--- config.mk ---
export PLATFORM = sky130hd
export DESIGN_NAME = axi_ocp_wr_burst_gen
export DESIGN_NICKNAME = d
export VERILOG_FILES = /design/src/rtl/axi_ocp_wr_burst_gen.sv
export SDC_FILE = /design/constraint.sdc
export NUM_CORES = 1
export LEC_CHECK = 0
export CAP_MARGIN = 20
export CORE_AREA = 3 3 248 250
export CTS_BUF_LIST = sky130_fd_sc_hd__clkbuf_8
export CTS_CLUSTER_DIAMETER = 100
export DETAILED_ROUTE_END_ITERATION = 12
export DIE_AREA = 0 0 251 253
export PLACE_DENSITY_LB_ADDON = 0.1
export SYNTH_ARGS = -nofsm -noshare
export SYNTH_HDL_FRONTEND = slang
export SYNTH_SLANG_ARGS = --single-unit
--- constraint.sdc ---
create_clock -name clk -period 4.57 [get_ports clk]
set_clock_uncertainty 0.05 [all_clocks]
set_input_delay 0.914 -clock clk [delete_from_list [all_inputs] [get_ports clk]]
set_output_delay 0.914 -clock clk [all_outputs]
set_load 0.02 [all_outputs]
--- src/rtl/axi_ocp_wr_burst_gen.sv ---
// axi_ocp_wr_burst_gen
//   Takes one assembled AXI write packet at a time and replays it as an OCP
//   INCR write burst of length+1 beats, one data word per beat, advancing on
//   SCmdAccept. Each packet is retired with a one-cycle wr_done pulse that
//   carries the packet's AXI id.
//
//   Optional build macro: OCP_WR_RESP_EN
//     When defined, the block waits for a non-NULL SResp after the last
//     beat. Completion is reported only after that response, and ERR sets
//     wr_done_err. When undefined, SResp is ignored and wr_done_err is 0.
//
// Ports:
//   clk, rst            clock, synchronous active-low reset
//   pkt_vld, pkt        packet in: {id[3:0], length[3:0], addr, d15..d0}
//   hold_out            back-pressure to upstream (consume = pkt_vld & !hold_out)
//   MCmd, MAddr, MData,
//   MBurstLength,
//   MReqLast            OCP master request (registered)
//   SCmdAccept, SResp   OCP slave accept / response
//   wr_done, wr_done_id,
//   wr_done_err         completion pulse with id and error flag
module axi_ocp_wr_burst_gen #(
    parameter int ADDR_W    = 32,
    parameter int DATA_W    = 32,
    parameter int ADDR_INCR = 4
) (
    input  logic                           clk,
    input  logic                           rst,
    input  logic                           pkt_vld,
    input  logic [8+ADDR_W+16*DATA_W-1:0]  pkt,
    output logic                           hold_out,
    output logic [2:0]                     MCmd,
    output logic [ADDR_W-1:0]              MAddr,
    output logic [DATA_W-1:0]              MData,
    output logic [4:0]                     MBurstLength,
    output logic                           MReqLast,
    input  logic                           SCmdAccept,
    input  logic [1:0]                     SResp,
    output logic                           wr_done,
    output logic [3:0]                     wr_done_id,
    output logic                           wr_done_err
);

    localparam int DW16 = 16 * DATA_W;
    localparam logic [2:0] CMD_IDLE = 3'b000;
    localparam logic [2:0] CMD_WR   = 3'b001;

    typedef enum logic [1:0] {
        ST_IDLE,
        ST_BURST
`ifdef OCP_WR_RESP_EN
        , ST_WAIT_RESP
`endif
    } state_t;

    state_t            state;
    logic [3:0]        id_r;
    logic [3:0]        len_r;
    logic [3:0]        beat;
    // Words still to be sent; shifted down one word per accepted beat so the
    // next beat's data is always in the low bits.
    logic [DW16-1:0]   data_r;

    logic [3:0]        pkt_id;
    logic [3:0]        pkt_len;
    logic [ADDR_W-1:0] pkt_addr;

    assign pkt_id   = pkt[DW16+ADDR_W+4 +: 4];
    assign pkt_len  = pkt[DW16+ADDR_W   +: 4];
    assign pkt_addr = pkt[DW16          +: ADDR_W];

    assign hold_out = (state != ST_IDLE) || !rst;

`ifdef OCP_WR_RESP_EN
    logic err_r;
    assign wr_done_err = err_r;
`else
    logic sresp_unused;
    assign sresp_unused = ^SResp;
    assign wr_done_err  = 1'b0;
`endif

    always_ff @(posedge clk) begin
        if (!rst) begin
            state        <= ST_IDLE;
            id_r         <= '0;
            len_r        <= '0;
            beat         <= '0;
            data_r       <= '0;
            MCmd         <= CMD_IDLE;
            MAddr        <= '0;
            MData        <= '0;
            MBurstLength <= '0;
            MReqLast     <= 1'b0;
            wr_done      <= 1'b0;
            wr_done_id   <= '0;
`ifdef OCP_WR_RESP_EN
            err_r        <= 1'b0;
`endif
        end else begin
            wr_done <= 1'b0;
            case (state)
                ST_IDLE: begin
                    // hold_out is low here (rst high, state idle), so pkt_vld alone consumes.
                    if (pkt_vld) begin
                        id_r         <= pkt_id;
                        len_r        <= pkt_len;
                        beat         <= '0;
                        data_r       <= pkt[DW16-1:0] >> DATA_W;
                        MCmd         <= CMD_WR;
                        MAddr        <= pkt_addr;
                        MData        <= pkt[DATA_W-1:0];
                        MBurstLength <= {1'b0, pkt_len} + 5'd1;
                        MReqLast     <= (pkt_len == 4'd0);
                        state        <= ST_BURST;
                    end
                end
                ST_BURST: begin
                    if (SCmdAccept) begin
                        if (beat == len_r) begin
                            MCmd         <= CMD_IDLE;
                            MAddr        <= '0;
                            MData        <= '0;
                            MBurstLength <= '0;
                            MReqLast     <= 1'b0;
`ifdef OCP_WR_RESP_EN
                            state        <= ST_WAIT_RESP;
`else
                            state        <= ST_IDLE;
                            wr_done      <= 1'b1;
                            wr_done_id   <= id_r;
`endif
                        end else begin
                            beat     <= beat + 4'd1;
                            MAddr    <= MAddr + ADDR_W'(ADDR_INCR);
                            MData    <= data_r[DATA_W-1:0];
                            data_r   <= data_r >> DATA_W;
                            MReqLast <= ((beat + 4'd1) == len_r);
                        end
                    end
                end
`ifdef OCP_WR_RESP_EN
                ST_WAIT_RESP: begin
                    if (SResp != 2'b00) begin
                        wr_done    <= 1'b1;
                        wr_done_id <= id_r;
                        err_r      <= (SResp == 2'b11);
                        state      <= ST_IDLE;
                    end
                end
`endif
                default: state <= ST_IDLE;
            endcase
        end
    end

endmodule

==> metrics.md <==
| Metric | Value |
|---|---|
| Prevailing post-synth register cell | `sky130_fd_sc_hd__dfxtp_1` |
| Final Slew Violations | `0` |
| Origin of the critical flop-to-flop path | `MCmd[0]` |
| Synth Instances | `about 2,700` |
| I/O Pins | `about 640` |
| Share of synthesized area occupied by flip-flops and latches | `43.3%` |
| Total die area | `0.0635 mm2` |
| Worst endpoint required time | `3610 ps` |
| Peak VDD IR | `roughly 0.21 mV` |
| Crit path capture | `hold_out` |
| Critical R2R Capture | `data_r[434]` |
| Peak Freq | `around 310 MHz` |
| Post-cts gate resize count | `0` |
| Area growth from synthesis to layout | `33.9%` |
| Unrepaired setup endpoints after global routing | `false` |
| First-pass GRT wire length | `130,000 um` |
| Commonest non-fill, non-tap cell in the layout | `sky130_fd_sc_hd__clkdlybuf4s50_1` |
| Cell area power density | `~370 mW/mm2` |
| Post-CTS Setup Bufs | `0` |
| Register-to-register setup slack | `1700 ps` |
| Routed met1 length | `~38,000 um` |
| Top Metal Used | `met5` |
| Number of distinct library cell variants in the gate-level netlist after synthesis | `a little over 50` |
| Seq. cell area | `roughly 0.011 mm2` |
| Vertical die dimension | `253 um` |
| Data arrival time of the critical path | `around 2300 ps` |
| Final Hold Violating Endpoints | `0` |
| Synth Register Bits | `568` |
| Later-pin clock latency in the skew report | `680 ps` |
| Number of input and output port buffers inserted | `632` |
| Cell types with the largest area share after synthesis | `sky130_fd_sc_hd__dfxtp_1 43%, sky130_fd_sc_hd__mux2i_1 18%, sky130_fd_sc_hd__o211a_1 17%` |
| Hold WC Path Type | `flip-flop to flip-flop` |
| CTS tree | `done` |
| Slew headroom | `~28%` |
| Result of the run | `complete, no violations` |
| Total number of vias | `between 20,000 and 25,000` |
| Leakage component of the power | `17.5 nW` |
| Post-route antenna net violation count | `0` |
| CP startpoint | `MCmd[0]` |
| Post-synthesis instance area | `0.0262 mm2` |
| Pin count of the biggest net entering global routing | `between 150 and 200` |
| Detailed-route wire length per cell | `roughly 21 um` |
| Initial antenna violation count | `49` |
| Buffer depth of the longest clock path | `3` |
| Post-route DRC violation count | `0` |
| Die Span X | `251 um` |
| Maximum capacitance violations | `0` |
| Category of the worst setup path capture point | `output port` |
| Cell chosen for the clock root | `sky130_fd_sc_hd__clkbuf_8` |
| Cell count of the worst reg-to-reg path | `7` |
| Least-Margin Pin Slew | `between 1000 and 1500 ps` |
| Post-detailed-placement half-perimeter wirelength | `63,400 um` |
| Critical path start-end classification | `flip-flop to output port` |
| Number of warnings reported in the yosys synthesis log | `0` |
| Share of final-layout standard cells stronger than drive strength 1 | `under 10%` |
| Final net count | `approximately 3,800` |
| Hold-fix buffer count after cts | `0` |
| Clock period minus final worst setup slack | `between 3000 and 4000 ps` |
| Max H-tree Level | `3` |
| Count of flip-flops with a built-in enable after synthesis | `0` |
| Total routing resource utilization after global routing | `around a quarter` |
| Router iterations before antenna repair | `6` |
| Core Box Area | `around 0.06 mm2` |
| Via count of the first global-routing pass | `between 20,000 and 25,000` |
| FFs w/ async S/R, synth | `0%` |
| Clock sinks | `568` |
| Final worst-path cycle share | `a little under three quarters` |
| Worst-case hold slack | `~400 ps` |
| Fillers | `between 5,000 and 6,000` |
| Effective utilization at floorplan | `44.3%` |
| Aggregate negative setup slack | `0 ps` |
| Remaining global-route overflow | `0` |
| Met2 wire length | `between 40,000 and 50,000 um` |
| Area occupied by multi-input gates | `approximately 0.014 mm2` |
| Type of element launching the critical path | `flip-flop` |
| Avg Vias per Cell | `approximately 5.5` |
| Row count | `89` |
| Clock slew seen by the registers of the worst setup and hold paths | `roughly 60 ps` |
| Synthesized area per cell | `9.67 um2` |
| Drt first-iter violations | `1,503` |
| Worst Path Max Fanout | `42` |
| Largest area contributor in the netlist | `sky130_fd_sc_hd__dfxtp_1` |
| Routed WL | `slightly below 90,000 um` |
| Number of CTS-inserted buffers | `99` |
| Commonest cells after routing, fill and taps aside | `631 x sky130_fd_sc_hd__clkdlybuf4s50_1, 567 x sky130_fd_sc_hd__dfxtp_1, 535 x sky130_fd_sc_hd__nand2_1` |
| Final weighted congestion in routability-driven placement | `0.878` |
| Routed met3 length | `~6700 um` |
| Top-area cell type share of the netlist area | `about 43%` |
| Setup violations, final | `0` |
==> where the power goes <==
part	total (mW)	switching (mW)	leakage, nW	internal (mW)
clock network	4.76	2.14	1.17	2.63
registers	5.82	0.348	4.70	5.47
logic	2.58	1.24	11.7	1.34
total	13.2	3.73	17.5	9.44
==> metrics by stage <==
stage | worst slack, ps | std cells | util (%) | total power, mW | area, um2
floorplan | 2030 | 2717 | - | 7.39 | 26300
global placement | 1110 | 3899 | 55.7 | 8.42 | 33000
detailed placement | 1090 | 3899 | 55.7 | 8.49 | 33000
CTS | 1210 | 4078 | 59.2 | 13.3 | 35100
global route | 1170 | 4102 | 59.3 | 13.8 | 35100
finish | 1300 | 4108 | 59.3 | 13.2 | 35100
==> cell type report <==
| type | instances | share of cell area [%] |
|---|---|---|
| multi-input combinational | 1878 | 39.2 |
| sequential | 568 | 32.4 |
| timing repair buffer | 673 | 19.5 |
| clock buffer | 132 | 5.17 |
| tap | 773 | 2.75 |
| clock inverter | 47 | 0.677 |
| antenna | 30 | 0.214 |
| inverter | 7 | 0.0748 |
==> cell usage after synthesis (8+ instances only) <==
library cell and n:
sky130_fd_sc_hd__nand3_1 18, sky130_fd_sc_hd__a21oi_1 88, sky130_fd_sc_hd__nor4_1 9, sky130_fd_sc_hd__nor3_1 8, sky130_fd_sc_hd__clkbuf_1 148, sky130_fd_sc_hd__nor2_1 21
sky130_fd_sc_hd__and3_1 9, sky130_fd_sc_hd__o211a_1 448, sky130_fd_sc_hd__buf_1 38, sky130_fd_sc_hd__a21boi_0 8, sky130_fd_sc_hd__buf_2 71, sky130_fd_sc_hd__o22ai_1 12
sky130_fd_sc_hd__and2_1 10, sky130_fd_sc_hd__a31oi_1 8, sky130_fd_sc_hd__nand2_1 536, sky130_fd_sc_hd__o21ai_0 95, sky130_fd_sc_hd__dfxtp_1 568, sky130_fd_sc_hd__mux2i_1 468
sky130_fd_sc_hd__nor2b_1 38, sky130_fd_sc_hd__nor3b_1 33
==> kinds of logic (layout without fill, tap and decap cells) <==
| logic type | count (synthesis) | count (layout) | synth area share [%] |
|---|---|---|---|
| DFF | 568 | 568 | 43.3 |
| xor gates and xnor gates | 12 | 12 | 0.400 |
| and+or+nand+nor | 700 | 700 | 11.5 |
| AOI/OAI and AO/OA | 690 | 690 | 22.3 |
| adders and majority gates | 4 | 4 | 0.191 |
| other | 1 | 33 | 0.0143 |
| muxes | 469 | 469 | 17.9 |
| buffers and inverters | 271 | 859 | 4.31 |
==> metal layers <==
metal	GRT usage [%]	up-vias
met5	0	-
met4	11.7	32
met3	8.16	180
met2	41.3	744
met1	33.3	10600
li1	-	10900
==> critical path, stage by stage, from the launching register on <==
cell	delay, ps
sky130_fd_sc_hd__dfxtp_4	820
sky130_fd_sc_hd__nand2b_1	190
sky130_fd_sc_hd__clkdlybuf4s50_1	600
==> sequential cells by signal, indices dropped and copies added, names as in the netlist <==
register / count
wr_done_id: 4
id_r: 4
len_r: 4
MAddr: 32
MCmd: 1
MBurstLength: 5
wr_done: 1
data_r: 480
beat: 4
MReqLast: 1
MData: 32
==> worst min path at each step <==
stage | start | endpoint | slack, ps | cells past startpoint
CTS | data_r[2] | MData[2] | 400 | 2
global placement | data_r[21] | MData[21] | 400 | 2
finish | data_r[2] | MData[2] | 400 | 2
detailed placement | data_r[2] | MData[2] | 390 | 2
global route | data_r[7] | MData[7] | 430 | 2
floorplan | data_r[18] | MData[18] | 380 | 2
(Power assumes the default switching activity.)
